[config.mk]
export PLATFORM = sky130hd
export DESIGN_NAME = logic_unit_pipe
export DESIGN_NICKNAME = d
export VERILOG_FILES = /design/src/rtl/logic_unit_pkg.sv /design/src/rtl/logic_unit_comb.sv /design/src/rtl/logic_unit_pipe.sv
export SDC_FILE = /design/constraint.sdc
export NUM_CORES = 1
export LEC_CHECK = 0
export CAP_MARGIN = 10
export CORE_ASPECT_RATIO = 0.6
export CORE_UTILIZATION = 40
export DETAILED_ROUTE_END_ITERATION = 8
export GPL_ROUTABILITY_DRIVEN = 0
export GPL_TIMING_DRIVEN = 0
export PLACE_DENSITY_LB_ADDON = 0.1
export SYNTH_ARGS = -nofsm -noshare
export SYNTH_HDL_FRONTEND = slang
export SYNTH_HIERARCHICAL = 1
export SYNTH_SLANG_ARGS = --single-unit
[constraint.sdc]
create_clock -name clk -period 2 [get_ports clk]
set_input_delay 0.3 -clock clk [delete_from_list [all_inputs] [get_ports clk]]
set_output_delay 0.3 -clock clk [all_outputs]
set_load 0.01 [all_outputs]
[src/rtl/logic_unit_pkg.sv]
// rtl/logic_unit_pkg.sv - shared opcode width and opcode encodings for the logic unit
// Contents: OPW (opcode width) and the op_e opcode enumeration.
package logic_unit_pkg;

  localparam int OPW = 3;

  typedef enum logic [OPW-1:0] {
    OP_AND   = 3'b000,
    OP_OR    = 3'b001,
    OP_XOR   = 3'b010,
    OP_NOR   = 3'b011,
    OP_NAND  = 3'b100,
    OP_XNOR  = 3'b101,
    OP_NOTA  = 3'b110,
    OP_PASSB = 3'b111
  } op_e;

endpackage

[src/rtl/logic_unit_comb.sv]
// rtl/logic_unit_comb.sv - purely combinational bitwise operation core
// Ports:
//   op_a_i   : first operand (A or accumulator, chosen by the caller)
//   b_i      : second operand
//   op_i     : operation select (op_e encoding)
//   result_o : WIDTH-bit result
module logic_unit_comb
  import logic_unit_pkg::*;
#(
  parameter int WIDTH = 6
) (
  input  logic [WIDTH-1:0] op_a_i,
  input  logic [WIDTH-1:0] b_i,
  input  logic [OPW-1:0]   op_i,
  output logic [WIDTH-1:0] result_o
);

  always_comb begin
    result_o = '0;
    case (op_e'(op_i))
      OP_AND:   result_o = op_a_i & b_i;
      OP_OR:    result_o = op_a_i | b_i;
      OP_XOR:   result_o = op_a_i ^ b_i;
      OP_NOR:   result_o = ~(op_a_i | b_i);
      OP_NAND:  result_o = ~(op_a_i & b_i);
      OP_XNOR:  result_o = ~(op_a_i ^ b_i);
      OP_NOTA:  result_o = ~op_a_i;
      OP_PASSB: result_o = b_i;
      default:  result_o = '0;
    endcase
  end

endmodule

[src/rtl/logic_unit_pipe.sv]
// rtl/logic_unit_pipe.sv - registered WIDTH-bit logic unit with valid/ready handshake and accumulator
// Ports:
//   clk, rst            : clock (rising edge), asynchronous active-high reset
//   in_valid / in_ready : input handshake; in_ready depends only on output state
//   op, acc_mode        : operation select; acc_mode=1 uses the accumulator as operand A
//   acc_clr             : clears the accumulator every cycle it is high
//   A, B                : operands
//   out_valid/out_ready : output handshake
//   Y                   : registered result
//   out_zero, out_par   : registered zero / parity flags of Y (only with LOGIC_UNIT_PIPE_FLAGS_EN)
module logic_unit_pipe
  import logic_unit_pkg::*;
#(
  parameter int WIDTH = 6,
  parameter int OPW_P = OPW
) (
  input  logic             clk,
  input  logic             rst,
  input  logic             in_valid,
  output logic             in_ready,
  input  logic [OPW_P-1:0] op,
  input  logic             acc_mode,
  input  logic             acc_clr,
  input  logic [WIDTH-1:0] A,
  input  logic [WIDTH-1:0] B,
  output logic             out_valid,
  input  logic             out_ready,
`ifdef LOGIC_UNIT_PIPE_FLAGS_EN
  output logic             out_zero,
  output logic             out_par,
`endif
  output logic [WIDTH-1:0] Y
);

  logic [WIDTH-1:0] y_q, y_d;
  logic [WIDTH-1:0] acc_q, acc_d;
  logic             vld_q, vld_d;
  logic [WIDTH-1:0] op_a;
  logic [WIDTH-1:0] result;
  logic             accept;

  // The output register can take a new value when empty or being drained.
  assign in_ready = !vld_q || out_ready;
  assign accept   = in_valid && in_ready;
  assign op_a     = acc_mode ? acc_q : A;

  logic_unit_comb #(
    .WIDTH (WIDTH)
  ) u_comb (
    .op_a_i   (op_a),
    .b_i      (B),
    .op_i     (op),
    .result_o (result)
  );

  always_comb begin
    y_d   = y_q;
    vld_d = vld_q;
    acc_d = acc_q;
    if (accept) begin
      y_d   = result;
      vld_d = 1'b1;
      acc_d = result;
    end else if (out_ready) begin
      vld_d = 1'b0;
    end
    // Clear overrides the update; the result itself used the old acc.
    if (acc_clr) begin
      acc_d = '0;
    end
  end

  always_ff @(posedge clk or posedge rst) begin
    if (rst) begin
      y_q   <= '0;
      vld_q <= 1'b0;
      acc_q <= '0;
    end else begin
      y_q   <= y_d;
      vld_q <= vld_d;
      acc_q <= acc_d;
    end
  end

  assign Y         = y_q;
  assign out_valid = vld_q;

`ifdef LOGIC_UNIT_PIPE_FLAGS_EN
  logic zero_q, zero_d;
  logic par_q, par_d;

  always_comb begin
    zero_d = zero_q;
    par_d  = par_q;
    if (accept) begin
      zero_d = (result == '0);
      par_d  = ^result;
    end
  end

  always_ff @(posedge clk or posedge rst) begin
    if (rst) begin
      zero_q <= 1'b1;
      par_q  <= 1'b0;
    end else begin
      zero_q <= zero_d;
      par_q  <= par_d;
    end
  end

  assign out_zero = zero_q;
  assign out_par  = par_q;
`endif

endmodule

==> impl_metrics.csv <==
group,metric,value,unit
outcome,outcome,"complete, no violations",
clocking,clk_latency,0.25,ns
yosys,synth-xor-area-share,0.7071,%
power,leakagePower,0.0007607,uW
finish,antenna_cells,0,
grt,grt_max_degree,14,
grt,overflow,0,
yosys,synth-adder-area-share,12.12,%
critical_path,rr_worst_depth,8,
grt,grt_pass1_wl,4623,um
placement,io_buffers,24,
floorplanning,rows,15,
clocking,clk_pin_slew,0.06,ns
finish,final_cell_mix,"clkdlybuf4s50_1, dfrtp_1, o21ai_1",
yosys,syn_avg_cell_area,9.313,um2
clocking,cts-root-buf,"clkbuf_8",
finish,layout_commonest_cell,"clkdlybuf4s50_1",
clocking,cts_buffer_depth,2,
yosys,yosysWarnings,6,
floorplanning,core,2909,um2
grt,busiest_layer,"met2",
power,switchingPower,282.9,uW
sta,skew,0.0009157,ns
sta,fin_crit,1.938,ns
yosys,synth-seq-cells,13,
sta,period_share,96.91,%
power,pwr_density_cell,553.3,nW/um2
floorplanning,die_x,73.84,um
job,drv_cap,0,
power,p_total,924.3,uW
yosys,synth_nets,166,
yosys,synth_top_area_share,26.26,%
floorplanning,die_h,45.11,um
floorplanning,ios,29,
route,drtIter0Drc,44,
clocking,cts_tree,"built",
sta,worst_slew_pin_slew,0.4904,ns
clocking,cts-htree-levels,1,
sta,max_freq,515.9,MHz
critical_path,critPathKind,"in -> reg",
grt,antenna_found_initial,0,
route,routedWlPerCell,14.14,um
route,viasPerCell,5.176,
route,vias,1061,
yosys,synthArstFlopShare,100.0,%
critical_path,worstPathRequired,2.12,ns
route,drtAntennaViolNets,0,
finish,drive_above_1_share,25.15,%
critical_path,startpoint_type,"primary input",
critical_path,worstSetupEndpointType,"register",
yosys,synthDistinctLibCells,28,
finish,num-fill-cells,263,
grt,grt_pass1_vias,1057,
finish,utilization,57.42,%
floorplanning,initial_core_util,42.58,%
route,routed_wl,2899,um
floorplanning,die_area,3331,um2
power,p_seq_share,33.8,%
yosys,synth_flop_cell,"dfrtp_1",
grt,track_usage,18.49,%
clocking,numCtsBuffers,3,
yosys,yosys.area.top_type,"dfrtp_1",
sta,rsz0062_at_grt,"no",
route,dr.pass1.iters,4,
power,peakVddDrop,0.2447,mV
sta,hold_violations,0,
sta,finalSetupViolations,0,
yosys,synth_top_family_by_area,"multiplexers",
power,p_clk_share,26.0,%
route,drc_errors,0,
yosys,synth_area,1239,um2
yosys,postSynthCellCount,133,
sta,slew_violations,0,
clocking,postCtsHoldBufs,0,
finish,nets,197,
grt,grt_use_met3,4.688,%
power,power.share.switching,30.61,%
critical_path,crit_fanout,2,
clocking,cts.sinks,13,
yosys,muxShareOfSynthArea,19.80,%
yosys,seq_area_frac_synth,26.26,%
finish,multiInputGateArea,825.8,um2
yosys,ys_top_cells_by_area,"dfrtp_1, ha_1, mux4_2, buf_6, mux2_2",
power,pwr-share-comb,40.2,%
worst_hold_path,min_path_type,"in -> async",
grt,met1_usage,23.68,%
placement,dpl.hpwl,2244,um
yosys,yosys.area_share.simple,12.22,%
finish,ff_latch_area,325.3,um2
power,internal_power,641.4,uW
finish,syn_to_final_growth,34.85,%
critical_path,arrival,2.06,ns
yosys,synth_compound_area_share,16.16,%
yosys,synth_edf_count,0,
sta,slew_headroom,67.27,%
grt,gr-usage-met2,32.29,%
[sequential cells by signal, indices dropped and copies added, names as in the netlist]
register and count:
Y 6, out_valid 1, acc_q 6
[cells in the mapped netlist (4+ instances only)]
library cell	count
a211oi_1	8
mux4_2	5
dfrtp_1	13
o21ai_0	4
a21oi_1	10
nor2_1	5
o21ai_1	11
buf_6	7
inv_1	13
mux2_2	6
nand2_1	10
mux2i_1	5
nand3_1	6
ha_1	12
[repair_timing]
action / 4_1_cts / 5_1_grt
setup endpoints to repair: 4 / 6
setup buffers: 2 / 0
gates resized for setup: 7 / 9
pin swaps: 2 / 6
[area by class of cell]
| cell class | instances | area share, % |
|---|---|---|
| Multi-Input combinational cell | 93 | 49.44 |
| Sequential cell | 13 | 19.48 |
| Timing Repair Buffer | 26 | 15.58 |
| Buffer | 10 | 5.618 |
| Inverter | 17 | 4.045 |
| Tap cell | 42 | 3.146 |
| Clock buffer | 4 | 2.697 |
[cell families after synthesis]
family / after synthesis
mux: 17
xor+xnor: 1
flops: 13
buf+inv: 27
compound gates: 35
fa+ha+maj: 12
simple gates: 28
[metal layers]
metal	up-vias	share of wire, %
met5	-	0
met4	0	0.55
met3	3	4.2
met2	22	47
met1	507	48
li1	529	-
[critical path, cell delays in order]
cell,delay (ns)
clkdlybuf4s50_1,0.41
mux2_2,0.28
inv_1,0.11
ha_4,0.21
mux4_2,0.45
clkinv_1,0.06
a21oi_1,0.06
nand3_1,0.10
a21oi_1,0.08
[per-stage QoR]
step           area, um2  setup slack, ns  TNS, ns  std cells  hold WS [ns]
4_1_cts             1622         0.004344        0        205        0.3881
6_report            1670          0.06181        0        205        0.3803
3_3_place_gp        1535          -0.2740   -2.236        199        0.4742
5_1_grt             1670         0.003243        0        205        0.4128
2_1_floorplan       1242         0.002587        0        133        0.1770
3_5_place_dp        1535          -0.3133   -2.590        199        0.4727
[worst paths after layout]
| path | end | slack, ns | start |
|---|---|---|---|
| max in group asynchronous | Y[3]$_DFFE_PP0P_ | 1.29 | rst |
| worst max register to register | acc_q[0]$_DFFE_PP0P_ | 0.09 | acc_q[0]$_DFFE_PP0P_ |
| worst max-delay path | acc_q[2]$_DFFE_PP0P_ | 0.06 | A[2] |
| min in group clk | Y[0]$_DFFE_PP0P_ | 0.48 | Y[0]$_DFFE_PP0P_ |
| worst min register to register | Y[0]$_DFFE_PP0P_ | 0.48 | Y[0]$_DFFE_PP0P_ |
| worst min-delay path | acc_q[1]$_DFFE_PP0P_ | 0.38 | rst |
[power by group through the flow]
stage	registers [uW]	clock network [uW]	logic, uW
5_1_grt	315	261	408
6_report	312	241	371
3_3_place_gp	314	0	331
4_1_cts	312	252	359
2_1_floorplan	325	0	201
3_5_place_dp	316	0	342
No activity file was read; power rests on OpenSTA's default activity.
